===== src/rtl/spi_xfer_if.sv =====
// Control/handshake bundle between the save-controller and the SPI transfer engine.
interface spi_xfer_if #(
    parameter int unsigned CMD_W  = 32,
    parameter int unsigned DATA_W = 8
);
    localparam int unsigned CL_W = $clog2(CMD_W + 1);
    localparam int unsigned DL_W = $clog2(DATA_W + 1);

    logic              start;
    logic [CMD_W-1:0]  cmd;
    logic [CL_W-1:0]   cmd_len;
    logic [DATA_W-1:0] wr_data;
    logic [DL_W-1:0]   data_len;
    logic              end_desel;
    logic              busy;
    logic              done;
    logic [DATA_W-1:0] rd_data;

    modport master (
        output start, cmd, cmd_len, wr_data, data_len, end_desel,
        input  busy, done, rd_data
    );

    modport slave (
        input  start, cmd, cmd_len, wr_data, data_len, end_desel,
        output busy, done, rd_data
    );
endinterface


===== src/rtl/spi_xfer_engine.sv =====
// SPI mode-0 master: variable-length command then full-duplex data phase,
// programmable SCLK divider, optional CS retention with HOLD pausing.
module spi_xfer_engine #(
    parameter int unsigned CLK_DIV = 4,
    parameter int unsigned CMD_W   = 32,
    parameter int unsigned DATA_W  = 8
) (
    input  logic       clk,
    input  logic       rst,
    spi_xfer_if.slave  bus,
    output logic       spi_cs_n,
    output logic       spi_sclk,
    output logic       spi_mosi,
    output logic       spi_hold_n,
    input  logic       spi_miso
);
    localparam int unsigned CL_W  = $clog2(CMD_W + 1);
    localparam int unsigned DL_W  = $clog2(DATA_W + 1);
    localparam int unsigned CNT_W = $clog2(CMD_W + DATA_W + 1);
    localparam int unsigned DIV_W = 8;

    typedef enum logic [1:0] {IDLE, SHIFT_LO, SHIFT_HI, DESEL} state_t;

    state_t            state;
    logic [DIV_W-1:0]  div_cnt;
    logic [CMD_W-1:0]  cmd_sr;
    logic [DATA_W-1:0] data_sr;
    logic [CL_W-1:0]   cmd_rem;
    logic [CNT_W-1:0]  bits_rem;
    logic              cur_cmd;
    logic              desel_q;

    logic [CL_W-1:0]   cmd_len_c;
    logic [DL_W-1:0]   data_len_c;
    logic [CNT_W-1:0]  total_c;
    logic              div_end;

    // Oversized lengths saturate at the register widths.
    assign cmd_len_c  = (bus.cmd_len  > CL_W'(CMD_W))  ? CL_W'(CMD_W)  : bus.cmd_len;
    assign data_len_c = (bus.data_len > DL_W'(DATA_W)) ? DL_W'(DATA_W) : bus.data_len;
    assign total_c    = CNT_W'(cmd_len_c) + CNT_W'(data_len_c);
    assign div_end    = (div_cnt == DIV_W'(CLK_DIV - 1));

    always_ff @(posedge clk or posedge rst) begin
        if (rst) begin
            state       <= IDLE;
            div_cnt     <= '0;
            cmd_sr      <= '0;
            data_sr     <= '0;
            cmd_rem     <= '0;
            bits_rem    <= '0;
            cur_cmd     <= 1'b0;
            desel_q     <= 1'b1;
            bus.busy    <= 1'b0;
            bus.done    <= 1'b0;
            bus.rd_data <= '0;
            spi_cs_n    <= 1'b1;
            spi_sclk    <= 1'b0;
            spi_mosi    <= 1'b0;
            spi_hold_n  <= 1'b1;
        end else begin
            bus.done <= 1'b0;
            case (state)
                IDLE: begin
                    if (bus.start) begin
                        if (total_c == '0) begin
                            bus.done <= 1'b1;
                        end else begin
                            state       <= SHIFT_LO;
                            div_cnt     <= '0;
                            bus.busy    <= 1'b1;
                            bus.rd_data <= '0;
                            spi_cs_n    <= 1'b0;
                            spi_hold_n  <= 1'b1;
                            desel_q     <= bus.end_desel;
                            bits_rem    <= total_c - CNT_W'(1);
                            // First bit goes out immediately; shifters hold what follows it.
                            if (cmd_len_c != '0) begin
                                spi_mosi <= bus.cmd[CMD_W-1];
                                cmd_sr   <= bus.cmd << 1;
                                cmd_rem  <= cmd_len_c - CL_W'(1);
                                cur_cmd  <= 1'b1;
                                data_sr  <= bus.wr_data;
                            end else begin
                                spi_mosi <= bus.wr_data[DATA_W-1];
                                cmd_sr   <= bus.cmd;
                                cmd_rem  <= '0;
                                cur_cmd  <= 1'b0;
                                data_sr  <= bus.wr_data << 1;
                            end
                        end
                    end
                end
                SHIFT_LO: begin
                    if (div_end) begin
                        div_cnt  <= '0;
                        spi_sclk <= 1'b1;
                        state    <= SHIFT_HI;
                        if (!cur_cmd) bus.rd_data <= DATA_W'({bus.rd_data, spi_miso});
                    end else begin
                        div_cnt <= div_cnt + DIV_W'(1);
                    end
                end
                SHIFT_HI: begin
                    if (div_end) begin
                        div_cnt  <= '0;
                        spi_sclk <= 1'b0;
                        if (bits_rem == '0) begin
                            if (desel_q) begin
                                spi_cs_n <= 1'b1;
                                state    <= DESEL;
                            end else begin
                                spi_hold_n <= 1'b0;
                                bus.done   <= 1'b1;
                                bus.busy   <= 1'b0;
                                state      <= IDLE;
                            end
                        end else begin
                            bits_rem <= bits_rem - CNT_W'(1);
                            state    <= SHIFT_LO;
                            if (cmd_rem != '0) begin
                                spi_mosi <= cmd_sr[CMD_W-1];
                                cmd_sr   <= cmd_sr << 1;
                                cmd_rem  <= cmd_rem - CL_W'(1);
                            end else begin
                                spi_mosi <= data_sr[DATA_W-1];
                                data_sr  <= data_sr << 1;
                                cur_cmd  <= 1'b0;
                            end
                        end
                    end else begin
                        div_cnt <= div_cnt + DIV_W'(1);
                    end
                end
                DESEL: begin
                    if (div_end) begin
                        bus.done <= 1'b1;
                        bus.busy <= 1'b0;
                        state    <= IDLE;
                    end else begin
                        div_cnt <= div_cnt + DIV_W'(1);
                    end
                end
                default: state <= IDLE;
            endcase
        end
    end
endmodule


===== src/flat_wrapper.sv =====
// flat-port wrapper written by rule: the top's interface ports become plain ports
module spi_xfer_engine_flat 
#(
    parameter int unsigned CLK_DIV = 4,
    parameter int unsigned CMD_W   = 32,
    parameter int unsigned DATA_W  = 8
)
  (clk, rst, spi_cs_n, spi_sclk, spi_mosi, spi_hold_n, spi_miso, bus_start, bus_cmd, bus_cmd_len, bus_wr_data, bus_data_len, bus_end_desel, bus_busy, bus_done, bus_rd_data);
  spi_xfer_if #(.CMD_W(CMD_W), .DATA_W(DATA_W)) bus_i ();
  input  logic clk;
  input  logic rst;
  output logic spi_cs_n;
  output logic spi_sclk;
  output logic spi_mosi;
  output logic spi_hold_n;
  input  logic spi_miso;
  input wire logic [$bits(bus_i.start)-1:0] bus_start;
  input wire logic [$bits(bus_i.cmd)-1:0] bus_cmd;
  input wire logic [$bits(bus_i.cmd_len)-1:0] bus_cmd_len;
  input wire logic [$bits(bus_i.wr_data)-1:0] bus_wr_data;
  input wire logic [$bits(bus_i.data_len)-1:0] bus_data_len;
  input wire logic [$bits(bus_i.end_desel)-1:0] bus_end_desel;
  output wire logic [$bits(bus_i.busy)-1:0] bus_busy;
  output wire logic [$bits(bus_i.done)-1:0] bus_done;
  output wire logic [$bits(bus_i.rd_data)-1:0] bus_rd_data;
  assign bus_i.start = bus_start;
  assign bus_i.cmd = bus_cmd;
  assign bus_i.cmd_len = bus_cmd_len;
  assign bus_i.wr_data = bus_wr_data;
  assign bus_i.data_len = bus_data_len;
  assign bus_i.end_desel = bus_end_desel;
  assign bus_busy = bus_i.busy;
  assign bus_done = bus_i.done;
  assign bus_rd_data = bus_i.rd_data;
  spi_xfer_engine #(.CLK_DIV(CLK_DIV), .CMD_W(CMD_W), .DATA_W(DATA_W)) u_core (.clk(clk), .rst(rst), .bus(bus_i), .spi_cs_n(spi_cs_n), .spi_sclk(spi_sclk), .spi_mosi(spi_mosi), .spi_hold_n(spi_hold_n), .spi_miso(spi_miso));
endmodule

===== config.mk =====
export PLATFORM = sky130hd
export DESIGN_NAME = spi_xfer_engine_flat
export DESIGN_NICKNAME = d
export VERILOG_FILES = /design/src/rtl/spi_xfer_if.sv /design/src/rtl/spi_xfer_engine.sv /design/src/flat_wrapper.sv
export SDC_FILE = /design/constraint.sdc
export NUM_CORES = 1
export LEC_CHECK = 0
export BUFFER_PORTS_ARGS = -buffer_cell sky130_fd_sc_hd__buf_4
export CAP_MARGIN = 20
export CORE_MARGIN = 2
export CORE_UTILIZATION = 45
export CTS_BUF_LIST = sky130_fd_sc_hd__clkbuf_8
export DETAILED_ROUTE_END_ITERATION = 10
export GPL_ROUTABILITY_DRIVEN = 0
export HOLD_SLACK_MARGIN = 0.03
export PLACE_DENSITY = 0.65
export SYNTH_ARGS = -nofsm -noshare
export SYNTH_HDL_FRONTEND = slang
export SYNTH_SLANG_ARGS = --single-unit

===== constraint.sdc =====
create_clock -name clk -period 3.8 [get_ports clk]
set_clock_uncertainty 0.1 [all_clocks]
set_input_delay 0.76 -clock clk [delete_from_list [all_inputs] [get_ports clk]]
set_output_delay 0.76 -clock clk [all_outputs]
set_load 0.02 [all_outputs]

==> reports/qor.csv, run 1 <==
metric;value;unit
total I/O pin count;69;
R2R depth;8;
HP Start;u_core.cmd_sr[27]$_DFFE_PP0P_;
Hold Crit Endpoint;u_core.cmd_sr[27]$_DFFE_PP0P_;
leading area contributor after synthesis;dfrtp_1;
root buffer selected by CTS;clkbuf_8;
FFs w/ async S/R, synth;100;%
CTS sink cnt;78;
antenna viol nets, final;0;
largest cells by area after synthesis;dfrtp_1 38%, nand2_1 9.6%, a21oi_1 8.4%, o21ai_0 4.3%, mux2i_1 4.1%;
layout cells sized above 1;18.1;%
Pwr per Cell Area;717;nW/um^2
Vias;4320;
CTS Hold Bufs;0;
DP Wirelength;8340;um
unrepaired setup endpoints after global routing;no;
H-tree depth;3;
Avg Inst Size Synth;8.31;sq um
vias in the first global route;4153;
number of DRC markers in iteration 0;247;
post-DR wirelength/cell;14.6;um
largest net degree at the start of global routing;72;
Leak;2.56;nW
pre-CTS setup slack;0.124;ns
Die Ht;109;um
Starting Density;45.8;%
Max IR drop VDD;0.355;mV
Post-CTS Setup Bufs;0;
Placed Area;5590;sq um
Slew Viols, Final;0;
drt pass-1 iters;6;
Ys Warns;0;
Synth top area share;38.1;%
Hold Path Cell Cnt;2;
Setup TNS;0;ns
DR vias/cell;5.46;
WL final;11600;um
row cnt;38;
Die W;109;um
Layout area overhead;17.5;%
Post-synth top flop;dfrtp_1;
Max Freq;301;MHz
grt ovf;0;
Mapped Cells;592;
Worst R2R Start;u_core.div_cnt[3]$_DFFE_PP0P_;
Setup CP Type;in -> reg;
Final Util;53.8;%
final worst setup slack;0.474;ns
status;completed;
fin area;5780;sq um
synth unique cells;62;
Skew-Pair Late Insertion Delay;0.35;ns
Final Cycle Share;87.5;%
DRC;0;
CP required;3.94;ns
PortBufs;68;
max-cap violations;0;
startpoint types;input port;
Power Total;4.15;mW
# resized after CTS;0;
flip-flop and latch count after synthesis;78;
Final setup viols;0;
max_slew headroom;54.1;%
Syn Std Cell Area;4920;sq um
Post-synth EDFFs;0;
Core ar.;10700;sq um
Setup crit end kind;register;
CP arrival;3.47;ns
Synth top cells by count;126 x nand2_1, 83 x a21oi_1, 75 x dfrtp_1, 42 x o21ai_0, 24 x inv_1;
CTS tree;done;
first-pass GRT wire length;19300;um
FF-to-FF End;u_core.bits_rem[4]$_DFFE_PP0P_;
Fin. Hold Viols;0;
syn nets;663;
Worst-path clk slew;0.09;ns
clk buf depth;2;
FF-to-FF setup slack;0.99;ns
worst hold path type;reg -> reg;
worst-margin pin slew;0.689;ns
final net count;717;
most instantiated library cell after synthesis;nand2_1;
clock period minus final worst setup slack;3.33;ns
Antenna Cells;0;
Overall Global Routing Usage;20.4;%
antenna violations before repair;0;
Num CTS Buffers;9;
Critical Path Fanout Max;12;
sequential-to-total area share from yosys stat;39.7;%
die area;11800;sq um
[cells in the final DEF (no fill, tap or decap), types with 6 or more instances in the layout]
master    synthesis  layout
mux2i_1          20      20
a21oi_1          83      83
dfrtp_1          75      75
inv_1            24      23
nand3_1          10      10
buf_4             3      78
nor3_1            9       9
nor2_1           16      16
or3_1             6       6
mux2_1           11      11
xor2_1            7       7
nor2b_1           8       8
ha_1             15      14
o21ai_1          17      17
o21ai_0          42      42
nand2b_1          7       7
clkbuf_8          0       9
nand2_1         126     126
[state kept, by name (all words and copies together), names as in the netlist, 2 cells and up]
signal	cells
u_core.div_cnt	8
u_core.bits_rem	6
u_core.data_sr	8
u_core.cmd_rem	6
u_core.cmd_sr	32
u_core.bus.rd_data	8
u_core.state	2
[cells by family after synthesis]
logic type | share of synthesized area, %
and+or+nand+nor | 18.8
AOI/OAI and AO/OA | 22.5
DFF | 39.7
buffers and inverters | 5.09
muxes | 7.04
adders and majority gates | 4.88
xor gates and xnor gates | 1.96
[through the flow]
step           std cells  hold WS (ns)
3_3_place_gp         775         0.362
5_1_grt              791         0.404
2_1_floorplan        592         0.350
3_5_place_dp         775         0.370
4_1_cts              791         0.390
6_report             791         0.387
[layout make-up]
cell class / instances / area [sq um]
Clock inverter: 7 / 72.6
Fill cell: 1048 / 4960
Inverter: 24 / 90.1
Clock buffer: 9 / 124
Sequential cell: 78 / 1960
Tap cell: 140 / 175
Timing Repair Buffer: 80 / 626
Multi-Input combinational cell: 453 / 2740
[how the worst max path moves through the flow]
stage | cells after the start | end | slack (ns) | startpoint
2_1_floorplan | 11 | u_core.cmd_rem[3]$_DFFE_PP0P_ | 0.34 | bus_cmd_len[5]
3_3_place_gp | 11 | u_core.bus.rd_data[4]$_DFFE_PP0P_ | 0.21 | bus_cmd_len[5]
3_5_place_dp | 10 | u_core.cmd_sr[9]$_DFFE_PP0P_ | 0.12 | bus_cmd_len[0]
4_1_cts | 11 | u_core.bus.rd_data[5]$_DFFE_PP0P_ | 0.47 | bus_cmd_len[0]
5_1_grt | 11 | u_core.cmd_sr[7]$_DFFE_PP0P_ | 0.30 | bus_cmd_len[5]
6_report | 11 | u_core.cmd_rem[3]$_DFFE_PP0P_ | 0.47 | bus_cmd_len[0]
[report_power, final]
| group | internal (mW) | switching, mW | leakage, nW |
|---|---|---|---|
| clock | 0.305 | 0.331 | 0.0956 |
| sequential | 1.21 | 0.237 | 0.973 |
| combinational | 0.825 | 1.24 | 1.49 |
| total | 2.34 | 1.81 | 2.56 |
[critical path, cell delays in order]
cell and delay (ns):
buf_4 0.12, nor2b_1 0.14, ha_1 0.21, fa_1 0.47, maj3_2 0.38, a211oi_2 0.32
o221ai_2 0.25, o21ai_4 0.28, buf_4 0.23, a21oi_1 0.07, o22a_1 0.24
[routing by layer]
metal	GRT usage [%]	up-vias	wire, um
li1	-	2171	-
met2	33.4	94	5450
met5	0	-	0
met3	3.50	11	521
met4	5.68	0	138
met1	27.9	2044	5460
No activity file was read; power rests on OpenSTA's default activity.
==> inputs of run 2 (changes only) <==
--- a/config.mk
+++ b/config.mk
@@ -5,15 +5,18 @@
 export SDC_FILE = /design/constraint.sdc
 export NUM_CORES = 1
 export LEC_CHECK = 0
-export BUFFER_PORTS_ARGS = -buffer_cell sky130_fd_sc_hd__buf_4
+export BUFFER_PORTS_ARGS = -buffer_cell sky130_fd_sc_hd__clkbuf_2
 export CAP_MARGIN = 20
+export CELL_PAD_IN_SITES_DETAIL_PLACEMENT = 2
+export CELL_PAD_IN_SITES_GLOBAL_PLACEMENT = 2
 export CORE_MARGIN = 2
-export CORE_UTILIZATION = 45
+export CORE_UTILIZATION = 36
 export CTS_BUF_LIST = sky130_fd_sc_hd__clkbuf_8
 export DETAILED_ROUTE_END_ITERATION = 10
 export GPL_ROUTABILITY_DRIVEN = 0
 export HOLD_SLACK_MARGIN = 0.03
-export PLACE_DENSITY = 0.65
+export PLACE_DENSITY_LB_ADDON = 0.1
+export SLEW_MARGIN = 20
 export SYNTH_ARGS = -nofsm -noshare
 export SYNTH_HDL_FRONTEND = slang
 export SYNTH_SLANG_ARGS = --single-unit
==> reports/qor.csv, run 2 (same netlist as run 1, synthesis figures left out) <==
metric;value;unit;change
FF/Latch Area;1960;sq um;unchanged
HP Start;u_core.cmd_sr[26]$_DFFE_PP0P_;;was u_core.cmd_sr[27]$_DFFE_PP0P_
worst-margin pin slew;0.839;ns;was 0.689 ns
max_slew headroom;44.1;%;was 54.1%
final net count;720;;was 717
CTS Hold Bufs;0;;unchanged
Max Freq;297;MHz;was 301 MHz
CP arrival;3.55;ns;was 3.47 ns
grt ovf;0;;unchanged
most frequent cells in the layout;126 x nand2_1, 83 x a21oi_1, 75 x dfrtp_1;;was 126 x nand2_1, 83 x a21oi_1, 78 x buf_4
Placed Area;5520;sq um;was 5590 sq um
fin area;5710;sq um;was 5780 sq um
# resized after CTS;0;;unchanged
CP required;3.99;ns;was 3.94 ns
Worst-path clk slew;0.09;ns;about the same
number of DRC markers in iteration 0;157;;was 247
Multi-input gate area;2740;sq um;unchanged
Starting Density;37.0;%;was 45.8%
CTS tree;done;;unchanged
Top reg by flops;u_core.cmd_sr;;unchanged
Core ar.;13300;sq um;was 10,700 sq um
PortBufs;68;;unchanged
post-DR wirelength/cell;17.5;um;was 14.6 um
Die Ht;121;um;was 109 um
Setup CP Type;in -> reg;;unchanged
Hold Crit Endpoint;u_core.cmd_sr[26]$_DFFE_PP0P_;;was u_core.cmd_sr[27]$_DFFE_PP0P_
die area;14600;sq um;was 11,800 sq um
Overall Global Routing Usage;21.0;%;was 20.4%
H-tree depth;3;;unchanged
Power Total;4.23;mW;was 4.15 mW
Critical Path Fanout Max;8;;was 12
Slew Viols, Final;0;;unchanged
fill count;1514;;was 1,048
Setup TNS;0;ns;unchanged
max-cap violations;0;;unchanged
Antenna Cells;0;;unchanged
DR vias/cell;5.38;;was 5.46
total I/O pin count;69;;unchanged
commonest non-fill, non-tap cell in the layout;nand2_1;;unchanged
startpoint types;input port;;unchanged
FF-to-FF setup slack;0.87;ns;was 0.99 ns
worst hold path type;reg -> reg;;unchanged
vias in the first global route;4904;;was 4,153
Max IR drop VDD;0.243;mV;was 0.355 mV
drt pass-1 iters;4;;was 6
max FFs per register;32;;unchanged
antenna viol nets, final;0;;unchanged
Post-CTS Setup Bufs;0;;unchanged
layout cells sized above 1;18.5;%;was 18.1%
Layout area overhead;16.0;%;was 17.5%
FF-to-FF End;u_core.bits_rem[4]$_DFFE_PP0P_;;unchanged
DP Wirelength;10700;um;was 8340 um
antenna violations before repair;0;;unchanged
Pwr per Cell Area;742;nW/um^2;was 717 nW/um^2
Worst R2R Start;u_core.div_cnt[3]$_DFFE_PP0P_;;unchanged
status;completed;;unchanged
clk buf depth;2;;unchanged
first-pass GRT wire length;24700;um;was 19,300 um
row cnt;42;;was 38
Vias;4464;;was 4,320
Fin. Hold Viols;0;;unchanged
R2R depth;8;;unchanged
Min Hold Slack;0.384;ns;was 0.387 ns
Die W;121;um;was 109 um
Leak;2.54;nW;was 2.56 nW
clock period minus final worst setup slack;3.37;ns;was 3.33 ns
Skew-Pair Late Insertion Delay;0.36;ns;was 0.35 ns
WL final;14500;um;was 11,600 um
Setup crit end kind;register;;unchanged
Num CTS Buffers;9;;unchanged
Final Cycle Share;88.7;%;was 87.5%
CTS sink cnt;78;;unchanged
unrepaired setup endpoints after global routing;no;;unchanged
largest net degree at the start of global routing;72;;unchanged
Final setup viols;0;;unchanged
DRC;0;;unchanged
Hold Path Cell Cnt;2;;unchanged
root buffer selected by CTS;clkbuf_8;;unchanged
[run 2: changes by cell type in the layout (fill, tap and decap cells not counted), sizes merged]
cell,change
clkbuf,+70
clkinv,+1
inv,-2
bufinv,-1
buf,-65
[run 2: stage by stage]
step	utilization, %	setup WS, ns	cells
detailed placement	41.5	0.111	814
CTS	42.9	0.436	830
finish	42.9	0.431	830
floorplan	-	0.344	592
global placement	41.5	0.223	814
global route	42.9	0.280	830
[run 2: worst max-delay path by stage]
stage,startpoint,endpoint,depth (start not counted)
3_3_place_gp,bus_cmd_len[0],u_core.bus.rd_data[4]$_DFFE_PP0P_,11
6_report,bus_cmd_len[0],u_core.bus.rd_data[3]$_DFFE_PP0P_,11
2_1_floorplan,bus_cmd_len[5],u_core.cmd_rem[3]$_DFFE_PP0P_,11
4_1_cts,bus_cmd_len[0],u_core.bus.rd_data[0]$_DFFE_PP0P_,11
5_1_grt,bus_cmd_len[0],u_core.bus.rd_data[4]$_DFFE_PP0P_,11
3_5_place_dp,bus_cmd_len[0],u_core.cmd_sr[29]$_DFFE_PP0P_,10
[run 2: layout make-up]
type | instances | area share [%]
Clock inverter | 5 | 0.592
Timing Repair Buffer | 83 | 9.03
Multi-Input combinational cell | 453 | 48.0
Clock buffer | 11 | 2.65
Inverter | 24 | 1.60
Tap cell | 176 | 3.86
Sequential cell | 78 | 34.3
[run 2: routing by layer]
layer / vias up / part of all wire (%) / GRT usage, %
met1: 2199 / 48 / 28.8
met4: 0 / 1.2 / 6.32
met2: 74 / 48 / 34.6
li1: 2176 / - / -
met5: - / 0 / 0
met3: 15 / 2.8 / 2.91
[run 2: worst max-delay path, cell delays in order]
cell	delay [ns]
clkbuf_2	0.10
nor2b_1	0.14
ha_1	0.21
fa_1	0.46
maj3_2	0.38
a211oi_2	0.32
o221ai_2	0.25
a21oi_2	0.34
nand2b_1	0.24
buf_12	0.16
mux2i_1	0.20
[run 2: power by group]
group          total, mW  internal [mW]  switching, mW  leakage [nW]
clock network      0.601          0.272          0.329        0.0913
registers           1.46           1.21          0.255         0.973
logic               2.17          0.815           1.35          1.48
total               4.23           2.29           1.94          2.54
